File: src/rtl/shake_squeeze_unpacker.sv
// Serialises SHAKE squeeze blocks into 16-bit little-endian samples,
// pulling exactly as many blocks as the requested word count needs.
//   state | meaning
//   IDLE  | waiting for start_i
//   LOAD  | accepting the next squeeze block from upstream
//   DRAIN | presenting words of the captured block
//   DONE  | one-cycle completion pulse
module shake_squeeze_unpacker #(
  parameter int DW = 1344,
  parameter int OW = 16,
  parameter int CW = 16
) (
  input  logic          clk_i,
  input  logic          rst_ni,
  input  logic          start_i,
  input  logic          sel_shake128_i,
  input  logic [CW-1:0] count_i,
  input  logic [DW-1:0] shake_dout_i,
  input  logic          shake_dout_valid_i,
  output logic          shake_dout_ready_o,
  output logic [OW-1:0] word_o,
  output logic          word_valid_o,
  input  logic          word_ready_i,
  output logic          busy_o,
  output logic          done_o
);

  localparam int W128 = (168 * 8) / OW;
  localparam int W256 = (136 * 8) / OW;
  localparam logic [6:0] LAST128 = 7'(W128 - 1);
  localparam logic [6:0] LAST256 = 7'(W256 - 1);

  typedef enum logic [1:0] {IDLE, LOAD, DRAIN, DONE} state_t;

  state_t        state;
  logic [DW-1:0] blk_q;
  logic [CW-1:0] rem;
  logic [6:0]    idx;
  logic          sel;
  logic [6:0]    last_idx;

  assign last_idx = sel ? LAST128 : LAST256;

  // Bytes sit MSB-first in the block; the first two form one little-endian word.
  assign word_o = {blk_q[DW-9:DW-16], blk_q[DW-1:DW-8]};

  always_ff @(posedge clk_i or negedge rst_ni) begin
    if (!rst_ni) begin
      state              <= IDLE;
      blk_q              <= '0;
      rem                <= '0;
      idx                <= '0;
      sel                <= 1'b0;
      shake_dout_ready_o <= 1'b0;
      word_valid_o       <= 1'b0;
      busy_o             <= 1'b0;
      done_o             <= 1'b0;
    end else begin
      case (state)
        IDLE: begin
          if (start_i) begin
            sel    <= sel_shake128_i;
            busy_o <= 1'b1;
            if (count_i == '0) begin
              done_o <= 1'b1;
              state  <= DONE;
            end else begin
              rem                <= count_i;
              shake_dout_ready_o <= 1'b1;
              state              <= LOAD;
            end
          end
        end
        LOAD: begin
          if (shake_dout_valid_i && shake_dout_ready_o) begin
            blk_q              <= shake_dout_i;
            idx                <= '0;
            shake_dout_ready_o <= 1'b0;
            word_valid_o       <= 1'b1;
            state              <= DRAIN;
          end
        end
        DRAIN: begin
          if (word_valid_o && word_ready_i) begin
            blk_q <= {blk_q[DW-OW-1:0], {OW{1'b0}}};
            idx   <= idx + 7'd1;
            rem   <= rem - CW'(1);
            // Running out of words wins over a block boundary: no extra pop.
            if (rem == CW'(1)) begin
              word_valid_o <= 1'b0;
              done_o       <= 1'b1;
              state        <= DONE;
            end else if (idx == last_idx) begin
              word_valid_o       <= 1'b0;
              shake_dout_ready_o <= 1'b1;
              state              <= LOAD;
            end
          end
        end
        DONE: begin
          done_o <= 1'b0;
          busy_o <= 1'b0;
          state  <= IDLE;
        end
        default: state <= IDLE;
      endcase
    end
  end

endmodule

File: config.mk
export PLATFORM = sky130hd
export DESIGN_NAME = shake_squeeze_unpacker
export DESIGN_NICKNAME = d
export VERILOG_FILES = /design/src/rtl/shake_squeeze_unpacker.sv
export SDC_FILE = /design/constraint.sdc
export NUM_CORES = 2
export LEC_CHECK = 0
export BUFFER_PORTS_ARGS = -buffer_cell sky130_fd_sc_hd__buf_2
export CAP_MARGIN = 20
export CORE_AREA = 10 10 534 536
export DETAILED_ROUTE_END_ITERATION = 16
export DIE_AREA = 0 0 544 546
export GPL_TIMING_DRIVEN = 0
export PLACE_DENSITY = 0.4
export SYNTH_ARGS = -nofsm -noshare
export SYNTH_HDL_FRONTEND = slang
export SYNTH_SLANG_ARGS = --single-unit
File: constraint.sdc
create_clock -name clk_i -period 2.3 [get_ports clk_i]
set_input_delay 0.23 -clock clk_i [delete_from_list [all_inputs] [get_ports clk_i]]
set_output_delay 0.23 -clock clk_i [all_outputs]
set_load 0.02 [all_outputs]
# ---- Yosys cells after proc, flatten, opt, wreduce, memory -nomap -nowiden
# Cells that the tools add are included.
dict set report op_classes {
  add_sub_neg 2
  n_eq_ne 14
  mux 37
  reduce_logical 17
}
# op count
set ops {}
lappend ops {{two-way mux 1344 bit} 2}
lappend ops {{case mux 1344 bit (2 select lines)} 1}
lappend ops {{two-way mux 16 bit} 3}
lappend ops {{case mux 16 bit (2 select lines)} 1}
lappend ops {{== test 16 x 1 -> 1 bit, second input constant} 1}
lappend ops {{zero test 16 bit} 1}
lappend ops {{inequality test 2 bit, second input constant} 8}
lappend ops {{subtractor 16 x 1 -> 16 bit, second input constant} 1}
lappend ops {{two-way mux 1 bit} 15}
lappend ops {{two-way mux 7 bit} 2}
lappend ops {{case mux 7 bit (2 select lines)} 1}
lappend ops {{two-way mux 2 bit} 6}
lappend ops {{AND reduction 4 bit} 3}
lappend ops {{case mux 2 bit (4 select lines)} 1}
lappend ops {{adder 7 x 1 -> 7 bit, second input constant} 1}
lappend ops {{== test 7 bit} 1}
lappend ops {{AND reduction 7 bit} 1}
lappend ops {{case mux 1 bit (3 select lines)} 2}
lappend ops {{nonzero test 2 bit} 3}
lappend ops {{nonzero test 3 bit} 2}
lappend ops {{two-way mux 5 bit} 1}
lappend ops {{AND reduction 5 bit} 1}
lappend ops {{== test 2 bit, second input constant} 2}
lappend ops {{case mux 1 bit (2 select lines)} 2}
lappend ops {{other kinds (6)} 8}
dict set report totals {
  elab_cells 79
  reg_bits 1374
  output_inout_bits 20
  in_bits 1366
}

# ---- Longest topological paths before layout
dict set report depth {
  word_depth 6
  mapped_depth 9
  ltp_nobuf 7
}

# ---- Worst setup path before layout
# No wires, ideal clock.
dict set report synth_path {
  kind {register to register}
  startpoint {register shake_dout_ready_o}
  endpoint {register blk_q[1065]}
  synth_period_minus_slack_ns 1.875
  n_path_buf 5
  arrival_ns 1.745
  path_slack_ns 0.425
  setup_time_ns 0.130
  stages_incl_launch_ff 10
  t_required_ns 2.170
  cell_sequence {dfrtp_1 > and4b_1 > clkbuf_1 > or2_1 > buf_4 > buf_6 > buf_4 > buf_4 > nor2_1 > a31oi_1}
}
dict set report synth_via {
  elab_chain_len 3
}
# item line
set synth_lines {}
lappend synth_lines {{start: declaration} 20} ;# output logic shake_dout_ready_o,
lappend synth_lines {{start signal: assignment} 54} ;# shake_dout_ready_o <= 1'b0;
lappend synth_lines {{start signal: assignment} 69} ;# shake_dout_ready_o <= 1'b1;
lappend synth_lines {{start signal: assignment} 78} ;# shake_dout_ready_o <= 1'b0;
lappend synth_lines {{logical AND 1 bit} 75} ;# if (shake_dout_valid_i && shake_dout_ready_o) begin
lappend synth_lines {{inequality test 2 bit (no source line)} n/a}
lappend synth_lines {{AND reduction 3 bit (no source line)} n/a}
lappend synth_lines {{end signal: assignment} 76} ;# blk_q <= shake_dout_i;
lappend synth_lines {{end signal: assignment} 85} ;# blk_q <= {blk_q[DW-OW-1:0], {OW{1'b0}}};
lappend synth_lines {{end: declaration} 36} ;# logic [DW-1:0] blk_q;
# Every way passes these cells.
# A chain may end at the register's enable or synchronous reset.

# ---- Worst setup path after layout
dict set report layout_path {
  startpoint {register state[1]}
  endpoint {register blk_q[365]}
}
dict set report layout_via {
  elab_chain_len 3
  word_cells_on_any_way 7
  classes_between {4 x eq/ne; 1 x mux; 2 x reduce/logical}
}
# item line
set layout_lines {}
lappend layout_lines {{start: declaration} 35} ;# state_t state;
lappend layout_lines {{start signal: assignment} 49} ;# state <= IDLE;
lappend layout_lines {{start signal: assignment} 66} ;# state <= DONE;
lappend layout_lines {{start signal: assignment} 70} ;# state <= LOAD;
lappend layout_lines {{== test 2 bit or == test 2 x 1 -> 1 bit (tied branches)} 59} ;# case (state)
lappend layout_lines {{inequality test 2 bit (no source line) or nonzero test 2 bit (tied branches)} n/a}
lappend layout_lines {{AND reduction 3 bit (no source line)} n/a}
# Several ways; a longest one is shown, not always the timed one.

==> impl_metrics.json <==
{
  "synth_area_leaders": "dfrtp_1 56%, nand2_1 16%, a31oi_1 14%, nor2_1 8.1%, buf_2 2.4%",
  "synthMuxAreaShare": 0.000364,
  "grt_max_degree": 161,
  "drive_above_1_share": 0.215,
  "yosysUniqueCellTypes": 50,
  "syn_area_sq_mm": 0.0618,
  "final_util": 0.343,
  "worstPathRequired_ns": 2.99,
  "syn_nets": 8862,
  "synth_flop_cell": "dfrtp_1",
  "synthSimpleGateAreaFrac": 0.250,
  "place_inst": 12496,
  "die_x_um": 544,
  "fin_cells": 14305,
  "grt-ovfl-total": 0,
  "synth_top_area_frac": 0.556,
  "start_util": 0.225,
  "violations": "hold timing",
  "drc": 0,
  "crit_path_max_fanout": 10,
  "layout-area-overhead-vs-synth_pct": 52.3,
  "whs_ns": -0.654,
  "synth_compound_area_frac": 0.143,
  "antenna_found_initial": 176,
  "hpwl_um": 283000,
  "ios": 1386,
  "synthAdderAreaFrac": 0.000607,
  "viasPerCell": 4.72,
  "yosys.area_share.xor_xnor": 0.000850,
  "critical_path_arrival_ns": 2.91,
  "routed_wl_um": 355000,
  "cts.clk_slew.worst_paths_ns": 0.06,
  "first_iter_violations": 4909,
  "fmax_ghz": 0.450,
  "cts_root_buf": "clkbuf_16",
  "ys_seq_area_frac": 0.556,
  "hold_class": "in -> async",
  "clock_latency_ns": 0.83,
  "hold_viol": 197,
  "cap_violations": 0,
  "period_needed_ns": 2.22,
  "syn_inst": 7493,
  "p_per_area_mw_per_mm2": 1250,
  "vias": 67510,
  "drt_pass1_iterations": 5,
  "grt_pass1_vias": 71110,
  "fin_crit_sh": 0.967,
  "yosysMostFrequentCell": "nand2_1",
  "postCtsHoldBufs": 1367,
  "fin_nets": 11807,
  "numPortBuffers": 1385,
  "synth_top_family_by_area": "simple AND/OR/NAND/NOR gates",
  "grt_usage": 0.229,
  "endpoint_kind": "flip-flop",
  "leakage_nw": 42.6,
  "outcome": "finished, violations left",
  "syn_avg_cell_area_sq_um": 8.25,
  "worst_pin_slew_ns": 1.01,
  "rsz0062_at_grt": "yes",
  "fin_tns_setup_ns": 0,
  "cts.path.max_buffers": 3,
  "post_drt_wl_per_cell_um": 24.8,
  "htreeDepth": 4,
  "peakVddDrop_v": 0.000704,
  "cts_tree": "built",
  "grt_pass1_wl_um": 505000,
  "slew_violations": 0,
  "synth_top_cell_by_area": "dfrtp_1",
  "ys_ff_latch": 1374,
  "die-area_sq_mm": 0.297,
  "cts_sinks": 1374,
  "finalSetupViolCount": 0,
  "synthArstFlopShare": 1.00,
  "finalClockSkew_ns": 0.0455,
  "critPathLaunchType": "flip-flop",
  "coreArea_sq_mm": 0.275,
  "slew_headroom": 0.328,
  "rows": 193,
  "synth-edff-count": 0,
  "synth.top_cells.by_count": "2,681 x nand2_1, 1,374 x dfrtp_1, 1,341 x nor2_1",
  "die_h_um": 546,
  "ys_warn_count": 0,
  "critical_path_class": "reg -> reg",
  "routabilityCongestion": 1.10,
  "ant_nets": 0,
  "numCtsBuffers": 171
}
[per-layer routing]
layer	track usage	vias up	share of wire
met5	0	-	0.0012
li1	-	31154	-
met3	0.0518	707	0.068
met1	0.283	33022	0.41
met2	0.376	2551	0.46
met4	0.113	76	0.058
[worst max-delay path, stage by stage (launching register included)]
cell	delay [ns]
dfrtp_1	0.38
buf_4	0.18
and4b_2	0.27
or2_1	0.22
buf_6	0.17
buf_16	0.17
buf_12	0.14
buf_6	0.14
clkbuf_4	0.21
nor2_2	0.14
a31oi_1	0.07
[final cells by class]
| class | count | area [sq um] |
|---|---|---|
| antenna | 123 | 308 |
| buffer | 620 | 3570 |
| clock buffer | 263 | 5110 |
| clock inverter | 47 | 692 |
| fill | 29051 | 181000 |
| inverter | 6 | 22.5 |
| multi-input combinational | 5492 | 24500 |
| sequential | 1374 | 34400 |
| tap | 3607 | 4510 |
| timing repair buffer | 2773 | 21100 |
[state kept, by name (all words and copies together), names as in the netlist]
name and flops:
blk_q 1344, done_o 1, idx 7, state 2
shake_dout_ready_o 1, rem 16, busy_o 1, word_valid_o 1
sel 1
[power breakdown]
part           internal, mW  switching, mW  leakage, nW  total (mW)
sequential             36.5           8.51         15.2        45.0
combinational          17.1           27.7         24.6        44.8
clock                  16.4           11.8         2.84        28.2
[cell families (layout without fill, tap and decap cells)]
family	after synthesis	in the layout
buffers and inverters	627	3709
XOR/XNOR	6	6
multiplexers	2	2
adder cells (fa/ha/maj)	3	3
flip-flops	1374	1374
AO/OA/AOI/OAI	1408	1408
other	0	123
AND/OR/NAND/NOR	4073	4073
[metrics by stage]
stage | setup WS (ns) | instance area, sq um | total power [mW]
after global placement | -31.91 | 73300 | 86.5
after detailed placement | -1.27 | 73600 | 87.1
final | 0.0765 | 94200 | 118
after CTS | -0.00160 | 93500 | 119
after floorplan | 0.425 | 61800 | 69.7
after global routing | -0.0188 | 94100 | 126
[path summary, 6_finish.rpt]
path / end / slack, ns / cells past startpoint / start
setup / recovery: blk_q[365] / 0.08 / 10 / state[1]
hold / removal: blk_q[916] / -0.65 / 1 / rst_ni
setup reg to reg: blk_q[365] / 0.08 / 10 / state[1]
hold reg to reg: rem[13] / 0.50 / 1 / rem[13]
max in group asynchronous: blk_q[293] / 0.31 / 4 / rst_ni
min in group clk_i: blk_q[95] / 0.21 / 4 / shake_dout_i[95]
[cells in the final DEF (no fill, tap or decap), types with 14 or more instances in the layout]
cell              n
nor2_2           19
clkinv_2         18
buf_6            29
clkbuf_2        194
a31oi_1        1337
diode_2         123
clkbuf_4         20
clkbuf_16       174
dlygate4sd3_1  1367
clkbuf_8         47
o21ai_0          14
nand2_1        2670
clkbuf_1        100
a22o_1           21
nor2_1         1322
dfrtp_1        1374
buf_4            97
buf_2          1609
[what timing repair did]
action	CTS	global route
gates cloned	1	2
pin swaps	2	0
buffers inserted	6	1
endpoints found under the setup margin	1466	1324
endpoints found under the hold margin	1564	195
resized for setup	139	368
Note: power is estimated with default switching activity, not from simulation.
